File: config.mk
export PLATFORM = sky130hd
export DESIGN_NAME = instr_fetch
export DESIGN_NICKNAME = d
export VERILOG_FILES = /design/src/rtl/instr_fetch.sv
export SDC_FILE = /design/constraint.sdc
export NUM_CORES = 1
export LEC_CHECK = 0
export BUFFER_PORTS_ARGS = -buffer_cell sky130_fd_sc_hd__clkbuf_2
export CORE_ASPECT_RATIO = 0.8
export CORE_MARGIN = 2
export CORE_UTILIZATION = 35
export CTS_CLUSTER_DIAMETER = 120
export CTS_CLUSTER_SIZE = 14
export DETAILED_ROUTE_END_ITERATION = 8
export PLACE_DENSITY = 0.72
export SLEW_MARGIN = 20
export SYNTH_ARGS = -nofsm -noshare
export SYNTH_HDL_FRONTEND = slang
export SYNTH_SLANG_ARGS = --single-unit
File: constraint.sdc
create_clock -name clk -period 2.2 [get_ports clk]
set_clock_uncertainty 0.05 [all_clocks]
set_input_delay 0.33 -clock clk [delete_from_list [all_inputs] [get_ports clk]]
set_output_delay 0.33 -clock clk [all_outputs]
set_load 0.02 [all_outputs]
File: src/rtl/instr_fetch.sv
// Instruction fetch stage: owns the PC and issues single-outstanding word fetches.
// It holds each fetched word in the instruction register until decode consumes it.
module instr_fetch #(
    parameter logic [31:0] RESET_PC = 32'h0000_0000
) (
    input  logic        clk,
    input  logic        reset,
    output logic        imem_req,
    output logic [31:0] imem_addr,
    input  logic        imem_ready,
    input  logic [31:0] imem_rdata,
    input  logic        stall,
    input  logic        redirect,
    input  logic [31:0] redirect_pc,
    output logic [31:0] pc,
    output logic [31:0] instr,
    output logic [31:0] instr_pc,
    output logic        instr_valid,
    output logic        fault
);

    typedef enum logic [1:0] {
        FETCH = 2'd0,
        HOLD  = 2'd1,
        FAULT = 2'd2
    } state_t;

    state_t state;

    function automatic logic [31:0] next_seq_pc(input logic [31:0] cur);
        return cur + 32'd4;
    endfunction

    function automatic logic misaligned(input logic [31:0] addr);
        return addr[1:0] != 2'b00;
    endfunction

    // The request must never leak out while reset is held, even mid-request.
    assign imem_req  = (state == FETCH) && !reset;
    assign imem_addr = pc;

    always_ff @(posedge clk) begin
        if (reset) begin
            state       <= FETCH;
            pc          <= RESET_PC;
            instr       <= 32'h0;
            instr_pc    <= RESET_PC;
            instr_valid <= 1'b0;
            fault       <= 1'b0;
        end else begin
            case (state)
                FETCH, HOLD: begin
                    if (redirect) begin
                        // Redirect outranks both a same-cycle response and a stall.
                        instr_valid <= 1'b0;
                        if (misaligned(redirect_pc)) begin
                            fault <= 1'b1;
                            state <= FAULT;
                        end else begin
                            pc    <= redirect_pc;
                            state <= FETCH;
                        end
                    end else if (state == FETCH) begin
                        if (imem_ready) begin
                            instr       <= imem_rdata;
                            instr_pc    <= pc;
                            instr_valid <= 1'b1;
                            pc          <= next_seq_pc(pc);
                            state       <= HOLD;
                        end
                    end else if (!stall) begin
                        instr_valid <= 1'b0;
                        state       <= FETCH;
                    end
                end
                FAULT: begin
                    instr_valid <= 1'b0;
                end
                default: begin
                    instr_valid <= 1'b0;
                    state       <= FETCH;
                end
            endcase
        end
    end

endmodule
[Yosys cells after proc, flatten, opt, wreduce, memory -nomap -nowiden]
Cells that the tools add are included.
Storage, ports and cells
  flip-flop bits (word level): 100
  input port bits: 69
  output and inout bits: 131
  logic and storage cells: 43
Cells by class
  add/subtract/negate cells: 1
  eq/ne operators: 7
  multiplexer cells: 13
  bitwise operators: 3
  reductions and logical operators: 13
Operators by type and width (count)
  2-to-1 mux 32 bit: 4
  adder 32 x 3 -> 32 bit (second input constant): 1
  2-to-1 mux 2 bit: 5
  inequality test 4 bit (second input constant): 2
  AND reduction 4 bit: 2
  AND reduction 3 bit: 2
  nonzero test 2 bit: 3
  inequality test 2 bit (second input constant): 2
  one-hot mux 2 bit (2 select lines): 1
  2-to-1 mux 1 bit: 3
  NOT 1 bit: 3
  OR reduction 3 bit: 1
  == test 2 x 1 -> 1 bit (second input constant): 1
  == test 2 bit (second input constant): 1
  zero test 2 bit: 1
  inequality test 2 x 1 -> 1 bit (second input constant): 1
  AND reduction 2 bit: 1
  OR reduction 2 bit: 1
  logical AND 1 bit: 1
  zero test 1 bit: 1

[Depth between registers and ports, before layout]
  depth in word-level cells: 4
  mapped depth: 8

[Worst setup path after synthesis]
Ideal clock, no wire load.
  kind: flip-flop to flip-flop
  start: register pc[2], in the netlist imem_addr[2]
  end: register pc[22], in the netlist imem_addr[22]
  setup time: 0.128 ns
  arrival time: 1.971 ns
  path slack: 0.052 ns
  stages on the path, launching flop included: 7
  buffers on the path: 0
  period minus slack after synthesis: 2.148 ns
  cells stage by stage: dfxtp_1 -> ha_1 -> nand4_2 -> or3_4 -> or3_1 -> a31oi_1 -> nor2_1
Between the ends
  cells in the longest elaborated chain, start to end: 4
Ends and longest elaborated chain
  from (decl): RTL line 15  | output logic [31:0] pc,
  from (signal assigned): RTL line 60  | pc <= redirect_pc;
  from (signal assigned): RTL line 68  | pc <= next_seq_pc(pc);
  adder 32 x 3 -> 32 bit: RTL line 31  | return cur + 32'd4;
  2-to-1 mux 32 bit: RTL line 64  | if (imem_ready) begin
  2-to-1 mux 32 bit: RTL line 63  | end else if (state == FETCH) begin
  2-to-1 mux 32 bit: RTL line 53  | if (redirect) begin
No other way between the ends. The select of a mux whose other input is x is not followed.
A chain may end at the register's enable or synchronous reset.

[Final worst setup path]
  start: register pc[3], in the netlist imem_addr[3]
  end: register pc[22], in the netlist imem_addr[22]
Same word-level chain as after synthesis.

==> results.cfg <==
[outcome]
outcome = completed

[critical_path]
r2r_end = imem_addr[22]$_SDFFE_PP0P_
worst-setup-path-type = reg -> reg
r2r_slack_ns = 0.21
start_kind = register
crit_path_end_kind = register
reg2reg_depth = 6
worst-path-max-fanout = 6
r2r_start = imem_addr[3]$_SDFFE_PP0P_
worstPathArrival_ns = 2.18
required_ns = 2.39

[sta]
hold_viol = 0
slew_viol_final = 0
fin_crit_ns = 1.99
worst_pin_slew_ns = 0.479
setup_tns_ns = 0
setup_viol = 0
fin_crit_sh_pct = 90.6
max_freq_mhz = 502
rsz0062_at_grt = false
max_slew_margin_pct = 68.0

[floorplan]
initial_core_util_pct = 35.5
die_w_um = 134
die_area_um2 = 14500
ios = 200
num_rows = 38
core_um2 = 13400
die_h_um = 108

[clocking]
tritoncts = built
cts_hold_buf = 0
htree_levels = 3
cts_buffer_depth = 2
cts-buffers-inserted = 9
clk_latency_ns = 0.34
cts_root_buffer = clkbuf_16
clkSinkCount = 100
cts_resized = 0
postCtsSetupBuffers = 0
clk_pin_slew_ns = 0.07

[synthesis]
ys_seq_elements = 100
synth-seq-area-share_pct = 42.1
syn-cell-area_um2 = 4760
synth_enable_flop_cells = 0
synth_flop_cell = dfxtp_1
syn_avg_cell_area_um2 = 7.95
syn_inst = 598
ys.warnings.count = 0
yosysUniqueCellTypes = 58
syn_nets = 668
async_flop_share_pct = 0

[worst_hold_path]
hp-start = imem_rdata[0]
hold_depth = 3
holdPathEnd = instr[0]$_SDFFE_PP0P_
hold_class = in -> reg

[finish]
area_growth_pct = 30.6
final_cell_mix = clkbuf_2 (198), nand2_1 (154), dfxtp_1 (100)
nNetsFinal = 846
finalNonFillerCells = 961
fillers = 1364
fin_util_pct = 46.3
layout-drive-gt1-share_pct = 36.7
regArea_um2 = 2000
layout_commonest_cell = clkbuf_2
insertedDiodeCount = 0
multi_input_area_um2 = 2290

[global_route]
grt_overflow_total = 0
antenna_found_initial = 0
grt_pass1_wl_um = 22800
grt_pass1_vias = 4353
grt_max_degree = 39
track_usage_pct = 19.8

[power_and_ir_drop]
ir_drop_mv = 0.380
cellLeakagePower_nw = 2.72
p_per_area_nw_per_um2 = 721

[routing]
post_drt_wl_per_cell_um = 15.0
via_per_inst = 5.04
final_antenna_net_count = 0
drt_iter0_drc = 327
drc = 0
vias = 4847
dr.pass1.iters = 4
wl_um = 14500

[placement]
dpl.hpwl_um = 10700
globalplace.congestion = 0.829
dp_cells = 945
place.port_buffers = 199

[job]
cap_violations = 0
==> cell usage after synthesis, types with 3 or more instances <==
| master | count | area, µm² |
|---|---|---|
| clkbuf_1 | 18 | 67.6 |
| o21ai_0 | 15 | 75.1 |
| nor4_1 | 3 | 18.8 |
| mux2i_1 | 4 | 40.0 |
| buf_2 | 12 | 60.1 |
| dfxtp_1 | 100 | 2000 |
| nor4b_4 | 3 | 71.3 |
| nand3_1 | 21 | 105 |
| inv_1 | 3 | 11.3 |
| a21oi_1 | 89 | 445 |
| nand2_1 | 154 | 578 |
| and3_1 | 11 | 68.8 |
| nor3_1 | 8 | 40.0 |
| a22o_1 | 3 | 26.3 |
| nor2_1 | 30 | 113 |
| nor3_2 | 4 | 40.0 |
| a211oi_2 | 3 | 37.5 |
| nand4_1 | 7 | 43.8 |
| nor2b_1 | 3 | 18.8 |
| a22oi_1 | 3 | 22.5 |
| buf_4 | 33 | 248 |
| or3_1 | 4 | 25.0 |
| a31oi_1 | 5 | 31.3 |
| a32o_1 | 6 | 60.1 |
| buf_1 | 8 | 30.0 |
| buf_6 | 3 | 33.8 |
| o41ai_1 | 3 | 26.3 |
==> logic make-up after synthesis <==
kind of cell | after synthesis | synth area share [%]
fa+ha+maj | 1 | 0.263
mux | 5 | 1.08
simple gates | 265 | 27.4
buf+inv | 79 | 9.89
compound gates | 148 | 19.2
flops | 100 | 42.1
==> metal layers <==
layer  track usage [%]  vias up  part of all wire, %  wire length (µm)
li1                  -     2401                    -                 -
met1              27.5     2249                   47              6860
met2              30.9      182                   45              6440
met3              4.78       15                  6.8               987
met4              5.19        0                  1.2               171
met5                 0        -                    0                 0
==> flip-flops by register name (all words and copies together) (netlist names) <==
signal       cells
state            2
imem_addr       32
instr_pc        32
fault            1
instr_valid      1
instr           32
==> cell type report <==
type                    instances  area share [%]
clock buffers                  11            4.07
clock inverters                 5            1.71
inverters                       3           0.181
multi-input cells             419            36.8
flip-flops and latches        100            32.2
well taps                     180            3.62
repair buffers                243            21.4
==> critical path, stage by stage, from the launching register on <==
cell and delay (ns):
dfxtp_1 0.35, ha_1 0.23, nand4_2 0.21, or3_4 0.43, or3_1 0.38, a31oi_1 0.18
nor2_1 0.05
==> power by group <==
group	internal (mW)	total [mW]	switching (mW)
logic	0.235	0.652	0.417
registers	1.87	1.93	0.0545
clock network	1.18	1.90	0.717
total	3.29	4.48	1.19
==> metrics by stage <==
stage	hold slack (ns)	setup slack [ns]	total power, mW	area [µm²]
2_1_floorplan	0.416	0.0517	2.39	4760
3_3_place_gp	0.392	0.276	2.62	5850
3_5_place_dp	0.396	0.244	2.62	5850
4_1_cts	0.137	0.231	4.52	6210
5_1_grt	0.144	0.0886	4.65	6210
6_report	0.149	0.207	4.48	6210
==> worst max-delay path by stage <==
stage                                    from                          to  slack, ns  cells past startpoint
finish              imem_addr[3]$_SDFFE_PP0P_  imem_addr[22]$_SDFFE_PP0P_       0.21                      6
global route        imem_addr[3]$_SDFFE_PP0P_  imem_addr[22]$_SDFFE_PP0P_       0.09                      6
CTS                 imem_addr[3]$_SDFFE_PP0P_  imem_addr[22]$_SDFFE_PP0P_       0.23                      6
detailed placement  imem_addr[3]$_SDFFE_PP0P_  imem_addr[22]$_SDFFE_PP0P_       0.24                      6
global placement                     redirect  imem_addr[22]$_SDFFE_PP0P_       0.28                      7
floorplan           imem_addr[2]$_SDFFE_PP0P_  imem_addr[22]$_SDFFE_PP0P_       0.05                      6
(Power assumes the default switching activity.)
